### src/rtl/seq_divider8b.sv
// Multi-cycle unsigned restoring divider: one quotient bit per clock, with
// a busy/done handshake and a divide-by-zero flag.
module seq_divider8b #(
  parameter int WIDTH = 8
) (
  input  logic             clk,
  input  logic             rst_n,
  input  logic             start,
  input  logic [WIDTH-1:0] dividend,
  input  logic [WIDTH-1:0] divisor,
  output logic [WIDTH-1:0] quotient,
  output logic [WIDTH-1:0] remainder,
  output logic             busy,
  output logic             done,
  output logic             div_by_zero
);

  localparam int CNT_W = $clog2(WIDTH);

  typedef enum logic [1:0] {
    IDLE = 2'd0,
    RUN  = 2'd1,
    DONE = 2'd2
  } state_t;

  state_t             state;
  logic [WIDTH-1:0]   rem_reg;
  logic [WIDTH-1:0]   quo_reg;
  logic [WIDTH-1:0]   div_reg;
  logic [CNT_W-1:0]   count;

  logic [WIDTH:0]     r_shift;
  logic [WIDTH+1:0]   sum;
  logic               no_borrow;
  logic [WIDTH-1:0]   r_next;
  logic [WIDTH-1:0]   q_next;
  logic               last;
  logic               unused_trial_msb;

  // Trial subtraction as an add of the inverted divisor with carry-in 1;
  // the carry out of the WIDTH+1-bit sum means no borrow. The stored
  // remainder is always below the divisor, so WIDTH bits hold it.
  always_comb begin
    r_shift          = {rem_reg, quo_reg[WIDTH-1]};
    sum              = {1'b0, r_shift} + {1'b0, ~{1'b0, div_reg}}
                       + {{(WIDTH+1){1'b0}}, 1'b1};
    no_borrow        = sum[WIDTH+1];
    r_next           = no_borrow ? sum[WIDTH-1:0] : r_shift[WIDTH-1:0];
    q_next           = {quo_reg[WIDTH-2:0], no_borrow};
    last             = (count == CNT_W'(WIDTH - 1));
    unused_trial_msb = sum[WIDTH];
  end

  always_ff @(posedge clk or negedge rst_n) begin
    if (!rst_n) begin
      state       <= IDLE;
      rem_reg     <= '0;
      quo_reg     <= '0;
      div_reg     <= '0;
      count       <= '0;
      quotient    <= '0;
      remainder   <= '0;
      busy        <= 1'b0;
      done        <= 1'b0;
      div_by_zero <= 1'b0;
    end else begin
      case (state)
        IDLE, DONE: begin
          done  <= 1'b0;
          state <= IDLE;
          if (start) begin
            quo_reg     <= dividend;
            div_reg     <= divisor;
            rem_reg     <= '0;
            count       <= '0;
            div_by_zero <= 1'b0;
            if (divisor == '0) begin
              state       <= DONE;
              quotient    <= '1;
              remainder   <= dividend;
              div_by_zero <= 1'b1;
              done        <= 1'b1;
              busy        <= 1'b0;
            end else begin
              state <= RUN;
              busy  <= 1'b1;
            end
          end
        end

        RUN: begin
          rem_reg <= r_next;
          quo_reg <= q_next;
          count   <= count + 1'b1;
          // Results are published only on the final iteration.
          if (last) begin
            quotient  <= q_next;
            remainder <= r_next;
            state     <= DONE;
            done      <= 1'b1;
            busy      <= 1'b0;
          end
        end

        default: begin
          state <= IDLE;
          busy  <= 1'b0;
          done  <= 1'b0;
        end
      endcase
    end
  end

endmodule

### config.mk
export PLATFORM = sky130hd
export DESIGN_NAME = seq_divider8b
export DESIGN_NICKNAME = d
export VERILOG_FILES = /design/src/rtl/seq_divider8b.sv
export SDC_FILE = /design/constraint.sdc
export NUM_CORES = 1
export LEC_CHECK = 0
export CELL_PAD_IN_SITES_DETAIL_PLACEMENT = 1
export CELL_PAD_IN_SITES_GLOBAL_PLACEMENT = 1
export CORE_MARGIN = 2
export CORE_UTILIZATION = 40
export CTS_CLUSTER_DIAMETER = 50
export CTS_CLUSTER_SIZE = 30
export DETAILED_ROUTE_END_ITERATION = 16
export HOLD_SLACK_MARGIN = 0.15
export PLACE_DENSITY = 0.76
export SYNTH_ARGS = -nofsm -noshare
export SYNTH_HDL_FRONTEND = slang
export SYNTH_SLANG_ARGS = --single-unit
### constraint.sdc
create_clock -name clk -period 2.9 [get_ports clk]
set_input_delay 0.29 -clock clk [delete_from_list [all_inputs] [get_ports clk]]
set_output_delay 0.29 -clock clk [all_outputs]
set_load 0.05 [all_outputs]
-- Word-level counts from Yosys, hierarchy flattened
Index checks and enable logic that the tools add are counted.
- bits in registers: 48
- input bits: 19
- output and inout port bits: 19
- logic and storage cells: 55
- $add $sub $neg: 3
- equal/unequal tests: 6
- mux-type cells: 27
- bitwise gates (word level): 1
- reduce and logical (&&, ||, !) cells: 8
- operators by type and width (kind ; count):
    $mux 8 ; 9
    $pmux 8 s2 ; 4
    $add 10x1->10 const B ; 1
    $add 9x9->10 ; 1
    $not 8->9 ; 1
    $logic_not 8->1 ; 1
    $mux 1 ; 6
    $mux 2 ; 3
    $ne 2x2->1 const B ; 3
    $pmux 3 s2 ; 1
    $reduce_and 2->1 ; 3
    $pmux 1 s2 ; 2
    $pmux 2 s2 ; 1
    $reduce_and 4->1 ; 1
    $add 3x1->3 const B ; 1
    $eq 3x3->1 const B ; 1
    $mux 3 ; 1
    $eq 2x1->1 const B ; 1
    $eq 2x2->1 const B ; 1
    $logic_not 2->1 ; 1
    $reduce_bool 2->1 ; 1
    $reduce_or 2->1 ; 1

-- Depth between registers and ports, before layout
- word-level depth: 6
- gate-level depth with buffers: 8
- mapped depth without buffers: 8

-- Worst setup path before layout
No wires, ideal clock.
- path type: register to register
- start point: reg quo_reg[7]
- end point: reg remainder[6]
- library setup time: 0.147 ns
- data arrival time: 1.954 ns
- required time: 2.753 ns
- path slack: 0.799 ns
- cell stages (with the launch flop): 9
- buffers on the path: 0
- period minus slack after synthesis: 2.101 ns
- cells stage by stage: dfrtp_1 inv_1 ha_1 fa_1 nor2b_1 o221ai_1 nor4b_1 a2111oi_0 a21oi_1
- longest elaborated chain between the ends: 5
- ends and longest elaborated chain (item ; line ; source):
    start: declaration ; 28 ; logic [WIDTH-1:0] quo_reg;
    start signal: assignment ; 72 ; quo_reg <= dividend;
    start signal: assignment ; 93 ; quo_reg <= q_next;
    $add 9x9->10 ; 45 ; sum = {1'b0, r_shift} + {1'b0, ~{1'b0, div_reg}}
    $add 10x1->10 ; 46 ; + {{(WIDTH+1){1'b0}}, 1'b1};
    $mux 8 ; 48 ; r_next = no_borrow ? sum[WIDTH-1:0] : r_shift[WIDTH-1:0];
    $mux 8 ; 96 ; if (last) begin
    $pmux 8 s2 ; 67 ; case (state)
    end signal: assignment ; 80 ; remainder <= dividend;
    end signal: assignment ; 98 ; remainder <= r_next;
    end: declaration ; 12 ; output logic [WIDTH-1:0] remainder,
Every way passes these cells. The select of a mux whose other input is x is not followed.
A chain may end at the register's enable or synchronous reset.

-- Worst setup path after layout
Same ends and word-level chain as after synthesis.

==> reports/metrics.cfg <==
[layout]
post_layout_utilization_of_the_core=0.508
final.fill_count=679
area_delta_synth_final_pct=22.3
final_layout_size_suffix_gt1_frac=0.0710
layout.nets=339
n_antenna_cell=0

[worst_setup_path]
startpoint=quo_reg[7]$_DFFE_PN0P_
critPathCapture=remainder[6]$_DFFE_PN0P_
worst-r2r-cell-count=8
slowest_stage=a2111oi_0
critical_path.cell_chain=inv_1 > ha_1 > fa_1 > nor2b_1 > o221ai_1 > nor4b_1 > a2111oi_0 > a21oi_1
critPathMaxFanout=3
arrival_ns=2.74
worstSetupStartpointType=flip-flop
worstReg2RegStart=quo_reg[7]$_DFFE_PN0P_
critPathRequiredTime_ns=3.06
end_kind=flip-flop
crit_type=reg2reg
reg_to_reg_setup_timing_slack_ns=0.32
critical_path.reg2reg.endpoint=remainder[6]$_DFFE_PN0P_
timing.critical_path.slowest_cell_delay_ns=0.64

[job]
maxCapViolCount=0

[detailed_routing]
drtIter0Drc=104
ant_nets=0
vias=2083
routed_via_density=5.41
post_drt_wl_per_cell_um=16.5
detail_route.drc_violations=0
first_pass_iters=4
finalWirelength_mm=6.37

[synthesis]
yosys_warnings=0
synth_top_area_share=0.478
number_of_enable_flip_flop_cells_after_synthesis=0
synth.cell_area_um2=2460
syn_inst=274
ys_seq_area_frac=0.478
synth_commonest_cells=47 x dfrtp_1, 45 x nand2_1, 37 x nor2_1
synth.ff_latch_count=47
syn_avg_cell_area_um2=8.97
syn-num-nets=304
synthMostInstantiatedCell=dfrtp_1
yosys_most_used_dff=dfrtp_1
netlist_top_cells_area=dfrtp_1 48%, nand2_1 6.9%, nor2_1 5.6%
synth.distinct_cells=48
share_of_synthesized_flip_flops_with_an_asynchronous_set_or_reset=1.00
synth_area_leader_cell=dfrtp_1

[floorplan]
fp.dieArea_um2=6790
num_io_pins=38
coreArea_um2=5920
die_w_um=82.4
floorplan.initialDensity=0.415
die_h_um=82.4
fp-row-count=28

[placed_design]
place.port_buffers=37
place.gp.congestion=0.730
place.detailed.hpwl_mm=4.56

[pwr]
powerDensity_nw_per_um2=1400
leakage_uw=0.00129
vdd.ir_drop.worst_mv=0.556

[clock_network]
cts_htree_levels=2
clock_sinks=47
cts-root-buf=clkbuf_8
post_cts.resized_instances=0
clk_pin_slew_ns=0.09
clock_tree_from_tritoncts=done
cts_hold_buf=0
postCtsSetupBuffers=0
cts_max_path_buffers=2
cts_inserted_buffers=5
clk-insertion-delay-late_ns=0.31

[timing]
setup_repair_after_global_routing_missed_its_margin=false
setup-violations-final=0
finalHoldViolations=0
fin_worst_skew_ns=0.00311
layout_worst_path_cycle_share=0.891
slew_limit_headroom=0.301
timing.final.max_slew_violations=0
fmax_mhz=387
layout_min_cycle_time_ns=2.58
final.setup.tns_ns=0
worst_slew_pin_slew_ns=1.05

[global_route]
grt_overflow=0
antenna_violations_before_repair=0
grtUsageTotal=0.214
grt_start_max_net_pins=48
grt_pass1_wl_mm=10.8
grt_pass1_vias=2165

[worst_hold_path]
hold_path_class=in2async

[outcome]
status=finished, final reports clean

-- power by group --
part	internal [uW]	switching (uW)
combinational	904	1550
clock	344	239
sequential	969	195
total	2220	1990
-- cell families (layout without fill, tap and decap cells) --
logic type | after synthesis | count (layout) | synth area share
flip-flops | 47 | 47 | 0.478
buffers and inverters | 25 | 61 | 0.0494
XOR/XNOR | 2 | 2 | 0.00713
adder cells (fa/ha/maj) | 11 | 11 | 0.0590
AO/OA/AOI/OAI | 65 | 65 | 0.168
multiplexers | 1 | 1 | 0.00407
AND/OR/NAND/NOR | 123 | 123 | 0.234
-- worst max-delay path, delay by kind of cell (launching register included) --
| family | cells | cell delay [ns] |
|---|---|---|
| AOI/OAI and AO/OA | 3 | 0.98 |
| adders and majority gates | 2 | 0.63 |
| buffers and inverters | 1 | 0.06 |
| DFF | 1 | 0.36 |
| and+or+nand+nor | 2 | 0.42 |
-- cells in the final DEF (no fill, tap or decap), types with 6 or more instances in the layout --
cell type,n
dfrtp_1,47
nand2_1,45
nor2_1,37
clkdlybuf4s50_1,36
a21oi_1,18
o21ai_0,18
inv_1,12
nand3_1,12
a31oi_1,12
ha_1,10
or3_1,6
-- per-stage QoR --
step	setup WS (ns)	instances	hold WS, ns	instance area [um2]	power [uW]
floorplan	0.799	274	-0.00559	2460	2970
global placement	0.390	377	0.473	2870	3560
detailed placement	0.326	377	0.488	2870	3630
CTS	0.322	385	0.216	3010	4230
global route	0.106	385	0.237	3010	4560
finish	0.316	385	0.161	3010	4200
-- worst min path at each step --
| stage | startpoint | endpoint | slack (ns) |
|---|---|---|---|
| 2_1_floorplan | rst_n | busy$_DFFE_PN0P_ | -0.006 |
| 3_5_place_dp | div_reg[0]$_DFFE_PN0P_ | div_reg[0]$_DFFE_PN0P_ | 0.49 |
| 3_3_place_gp | div_reg[0]$_DFFE_PN0P_ | div_reg[0]$_DFFE_PN0P_ | 0.47 |
| 4_1_cts | rst_n | div_reg[6]$_DFFE_PN0P_ | 0.22 |
| 5_1_grt | rst_n | div_reg[6]$_DFFE_PN0P_ | 0.24 |
| 6_report | rst_n | div_reg[6]$_DFFE_PN0P_ | 0.16 |
-- routing by layer --
metal,routed length [um],vias up,part of all wire,global-route usage
met5,0,-,0,0
met2,3010,34,0.47,0.329
met3,182,5,0.029,0.0446
li1,-,1021,-,-
met4,63,0,0.0099,0.0633
met1,3120,1023,0.49,0.304
-- final cells by class --
class	instances	area, um2	area share
multi-input combinational	202	1160	0.386
timing repair buffer	41	395	0.131
inverter	12	45.0	0.0150
tap	75	93.8	0.0312
clock inverter	3	67.6	0.0225
sequential	47	1180	0.391
clock buffer	5	68.8	0.0229
Power figures use the tool's default switching activity.
